$ cat src/rtl/uart_transmitter.sv
// rtl/uart_transmitter.sv - 8N1 UART transmitter with baud divider, abort and back-to-back framing
module uart_transmitter #(
    parameter int CLKS_PER_BIT = 1,
    parameter int DATA_BITS    = 8
) (
    input  logic                 clk,
    input  logic                 rst_n,
    input  logic                 enable,
    input  logic                 start,
    input  logic [DATA_BITS-1:0] data_in,
    output logic                 tx_out,
    output logic                 tx_busy,
    output logic                 tx_done
);

    typedef enum logic [1:0] {
        IDLE  = 2'd0,
        START = 2'd1,
        DATA  = 2'd2,
        STOP  = 2'd3
    } state_t;

    // A one-clock bit period still needs a 1-bit counter so the compare stays legal.
    localparam int BAUD_W = (CLKS_PER_BIT > 1) ? $clog2(CLKS_PER_BIT) : 1;
    localparam int BIT_W  = $clog2(DATA_BITS) + 1;

    localparam logic [BAUD_W-1:0] BAUD_LAST = BAUD_W'(CLKS_PER_BIT - 1);
    localparam logic [BIT_W-1:0]  BIT_LAST  = BIT_W'(DATA_BITS - 1);

    state_t                 state;
    state_t                 state_nxt;
    logic [BAUD_W-1:0]      baud_cnt;
    logic [BAUD_W-1:0]      baud_nxt;
    logic [BIT_W-1:0]       bit_cnt;
    logic [BIT_W-1:0]       bit_nxt;
    logic [DATA_BITS-1:0]   shift_reg;
    logic [DATA_BITS-1:0]   shift_nxt;
    logic                   tx_nxt;
    logic                   baud_end;

    assign baud_end = (baud_cnt == BAUD_LAST);
    assign tx_busy  = (state != IDLE);
    assign tx_done  = (state == STOP) && baud_end;

    // Next-state, counter and shift-register logic; enable aborts everything back to IDLE.
    always_comb begin
        state_nxt = state;
        baud_nxt  = baud_cnt;
        bit_nxt   = bit_cnt;
        shift_nxt = shift_reg;
        if (enable) begin
            state_nxt = IDLE;
            baud_nxt  = '0;
            bit_nxt   = '0;
        end else begin
            case (state)
                IDLE: begin
                    if (start) begin
                        state_nxt = START;
                        shift_nxt = data_in;
                        bit_nxt   = '0;
                        baud_nxt  = '0;
                    end
                end
                START: begin
                    if (baud_end) begin
                        baud_nxt  = '0;
                        state_nxt = DATA;
                    end else begin
                        baud_nxt = baud_cnt + BAUD_W'(1);
                    end
                end
                DATA: begin
                    if (baud_end) begin
                        baud_nxt  = '0;
                        shift_nxt = shift_reg >> 1;
                        bit_nxt   = bit_cnt + BIT_W'(1);
                        if (bit_cnt == BIT_LAST) begin
                            state_nxt = STOP;
                        end
                    end else begin
                        baud_nxt = baud_cnt + BAUD_W'(1);
                    end
                end
                STOP: begin
                    if (baud_end) begin
                        baud_nxt = '0;
                        bit_nxt  = '0;
                        // A held request chains the next frame with no idle gap.
                        if (start) begin
                            state_nxt = START;
                            shift_nxt = data_in;
                        end else begin
                            state_nxt = IDLE;
                        end
                    end else begin
                        baud_nxt = baud_cnt + BAUD_W'(1);
                    end
                end
                default: state_nxt = IDLE;
            endcase
        end
    end

    // Line level for the upcoming cycle, so tx_out moves on the same edge as the state.
    always_comb begin
        tx_nxt = 1'b1;
        case (state_nxt)
            IDLE:    tx_nxt = 1'b1;
            START:   tx_nxt = 1'b0;
            DATA:    tx_nxt = shift_nxt[0];
            STOP:    tx_nxt = 1'b1;
            default: tx_nxt = 1'b1;
        endcase
    end

    // State, counters, shift register and registered serial output.
    always_ff @(posedge clk or negedge rst_n) begin
        if (!rst_n) begin
            state     <= IDLE;
            baud_cnt  <= '0;
            bit_cnt   <= '0;
            shift_reg <= '0;
            tx_out    <= 1'b1;
        end else begin
            state     <= state_nxt;
            baud_cnt  <= baud_nxt;
            bit_cnt   <= bit_nxt;
            shift_reg <= shift_nxt;
            tx_out    <= tx_nxt;
        end
    end

endmodule

$ cat config.mk
export PLATFORM = sky130hd
export DESIGN_NAME = uart_transmitter
export DESIGN_NICKNAME = d
export VERILOG_FILES = /design/src/rtl/uart_transmitter.sv
export SDC_FILE = /design/constraint.sdc
export NUM_CORES = 1
export LEC_CHECK = 0
export BUFFER_PORTS_ARGS = -buffer_cell sky130_fd_sc_hd__buf_2
export CAP_MARGIN = 0
export CELL_PAD_IN_SITES_DETAIL_PLACEMENT = 0
export CELL_PAD_IN_SITES_GLOBAL_PLACEMENT = 1
export CORE_ASPECT_RATIO = 1.5
export CORE_MARGIN = 5
export CORE_UTILIZATION = 40
export CTS_BUF_LIST = sky130_fd_sc_hd__clkbuf_8
export DETAILED_ROUTE_END_ITERATION = 12
export GPL_TIMING_DRIVEN = 0
export PLACE_DENSITY = 0.86
export SKIP_LAST_GASP = 1
export SLEW_MARGIN = 20
export SYNTH_ARGS = -nofsm -noshare
export SYNTH_HDL_FRONTEND = slang
export SYNTH_SLANG_ARGS = --single-unit
export TNS_END_PERCENT = 50
$ cat constraint.sdc
create_clock -name clk -period 1.8 [get_ports clk]
set_clock_uncertainty 0.05 [all_clocks]
set_input_delay 0.09 -clock clk [delete_from_list [all_inputs] [get_ports clk]]
set_output_delay 0.09 -clock clk [all_outputs]
set_load 0.1 [all_outputs]
==> key figures <==
Status
  • Status: finished, violations left
  • Failing checks: negative setup slack

Setup path
  • Buf/Inv on CP: 1
  • R2R setup slack: -20 ps
  • WP data required: between 1500 and 2000 ps
  • Crit Path Max Fanout: 4
  • CP Capture Type: flop
  • Crit-path cells: inv_2 -> ha_4 -> nor4bb_4 -> o21ai_2 -> a21o_1 -> ha_1 -> a21oi_1 -> a311oi_1
  • R2R depth: 8
  • CP delay by family, top: compound AO/OA/AOI/OAI gates
  • Worst setup SP type: flop
  • Slowest cell on the critical path: dfrtp_2
  • WS Path Type: flop to flop
  • Critical path depth: 8
  • Slowest cell delay on critical path: 370 ps
  • Crit path DAT: 1920 ps

Yosys
  • Synth top area cells: dfrtp_1 40%, ha_1 11%, o2bb2ai_1 6.0%, a22oi_1 5.2%, a21o_1 3.4%
  • Cell Area, Synth: slightly below 900 um2
  • Top cell type's share of synthesized area: 40.1%
  • Synth Register Bits: 15
  • Post-synthesis sequential area ratio: ~43%
  • Synth Area per Inst: between 10 and 15 um2
  • Number of synthesized flops with an enable pin: 0
  • FFs w/ async S/R, synth: 100%
  • Post-synth cell types: 31
  • Syn_nets: between 100 and 150
  • Cell count after synthesis: 85
  • Most frequent cells after synthesis: 14 x dfrtp_1, 8 x ha_1, 7 x inv_1
  • Most common cell in the netlist: dfrtp_1
  • Main flop type after synthesis: dfrtp_1
  • Area leader, netlist: dfrtp_1
  • Synth warnings: 0

CTS
  • Clk buf depth: 2
  • CTS tree: yes
  • CTS Root Buffer Type: clkbuf_8
  • Num CTS Buffers: 3
  • H-tree lvl count: 1
  • Reg clk slew, reported paths: around 60 ps
  • Number of clock sinks: 15
  • Clock latency on the worst-skew pair: roughly 240 ps

Detailed routing
  • 1st-iter DRT viols: 18
  • Via count: between 700 and 800
  • DRC viols: 0
  • Vias/cell: between 5 and 6
  • WL/cell: roughly 15 um
  • Post-route antenna net violation count: 0
  • Final WL: approximately 2000 um
  • First drt pass iteration count: 4

Die
  • FP Rows: 20
  • Die Wd: between 40 and 50 um
  • Die area: 3240 um2
  • Starting density of the core: between 40 and 50%
  • Core footprint: roughly 2100 um2
  • Die Ht: ~67 um
  • I/O pin count: 15

STA
  • Hold Worst Slack: roughly 41 ps
  • Final setup fails: 1
  • Pins Over Slew Limit: 0
  • Setup ws final: -22.9 ps
  • Min Tclk post-route: 1820 ps
  • Final period util: 101%
  • Max Fclk: roughly 550 MHz
  • Worst slew pin tran: between 400 and 500 ps
  • Slew margin rel.: between 60% and 70%
  • Final-report hold violation count: 0
  • Unrepaired setup endpoints after global routing: yes

Pwr
  • Pwr/cell area: 866 nW/um2
  • Peak supply drop: about 0.00048 V
  • Pwr Total: 966 uW
  • Cell leakage power: 0.509 nW

Placed design
  • Inst Count DP: 120
  • Dpl hpwl: 1420 um
  • DP Area: 993 um2
  • Port bufs: 13
  • GPL Wtd Cong: ~0.76

Global routing
  • Initial antenna violation count: 0
  • Total GRT Usage: about 15%
  • Remaining global-route overflow: 0
  • First-pass GRT wire length: about 3400 um
  • Largest net degree at the start of global routing: 16
  • Number of global-route vias before repair: a little under 800

Worst hold path
  • Worst hold stages: 2
  • Worst Hold Class: input port to flop

Layout
  • # fillers: 210
  • Fin area: approximately 1100 um2
  • Area delta synth->final: 27.6%
  • Fraction of layout cells with a size suffix above 1: roughly a third
  • Nets@finish: 130
  • Max reg flops: 8
  • Finished Layout Cells: 131
  • Ant diodes: 0
  • Fin util: between 50 and 60%

Run
  • Number of max-cap violations: 0
per-layer routing:
layer	routed length [um]	track usage, %
met1	783	16.1
met2	1090	25.5
met3	68	2.67
met4	19	6.06
met5	0	0
cell families (layout without fill, tap and decap cells):
group | Yosys count | after routing | synth area share, %
AO/OA/AOI/OAI | 32 | 32 | 27.0
flip-flops | 15 | 15 | 43.1
AND/OR/NAND/NOR | 19 | 19 | 13.3
adder cells (fa/ha/maj) | 8 | 8 | 11.4
buffers and inverters | 11 | 35 | 5.15
worst register-to-register path: stages (launching register included):
cell,delay [ps]
dfrtp_2,370
inv_2,50
ha_4,170
nor4bb_4,280
o21ai_2,90
a21o_1,170
ha_1,290
a21oi_1,40
a311oi_1,210
metrics by stage:
stage               setup TNS, ps  setup slack (ps)
finish                      -22.9             -22.9
global route                 -174              -123
detailed placement           -243              -243
floorplan                   -35.5             -35.5
CTS                         -14.3             -14.3
global placement             -230              -230
layout by cell type (no fill, tap or decap), drive strengths merged, types with 3 or more instances in the layout:
cell type and count:
clkbuf 4, nand3 4, ha 8, nand2b 3
a22oi 6, buf 22, o21ai 4, o2bb2ai 6
a21o 4, a31oi 3, dfrtp 14, inv 8
layout make-up:
class                   count  area [um2]  share of cell area [%]
plain buffers               4        21.3                    1.91
clock buffers               3        41.3                    3.70
clock inverters             1        3.75                   0.336
inverters                   7        26.3                    2.35
multi-input cells          59         497                    44.5
flip-flops and latches     15         379                    34.0
well taps                  22        27.5                    2.47
repair buffers             20         120                    10.8
path summary, 6_finish.rpt:
path,startpoint,end
setup reg to reg,state[1],tx_out
max in group asynchronous,rst_n,tx_out
hold reg to reg,shift_reg[3],shift_reg[3]
min in group asynchronous,rst_n,bit_cnt[0]
setup / recovery,state[1],tx_out
hold / removal,data_in[7],shift_reg[7]
power breakdown:
group | internal (mW) | switching (mW) | leakage, nW | total [mW]
Sequential | 0.393 | 0.0303 | 0.193 | 0.423
Clock | 0.151 | 0.110 | 0.0269 | 0.261
Combinational | 0.103 | 0.179 | 0.289 | 0.283
timing repair:
action	in CTS	in global routing
setup endpoints to repair	1	2
pin swaps	5	0
buffers inserted	6	0
resized for setup	5	0
endpoints found under the hold margin	14	0
hold buffers	1	0
Note: power is estimated with default switching activity, not from simulation.
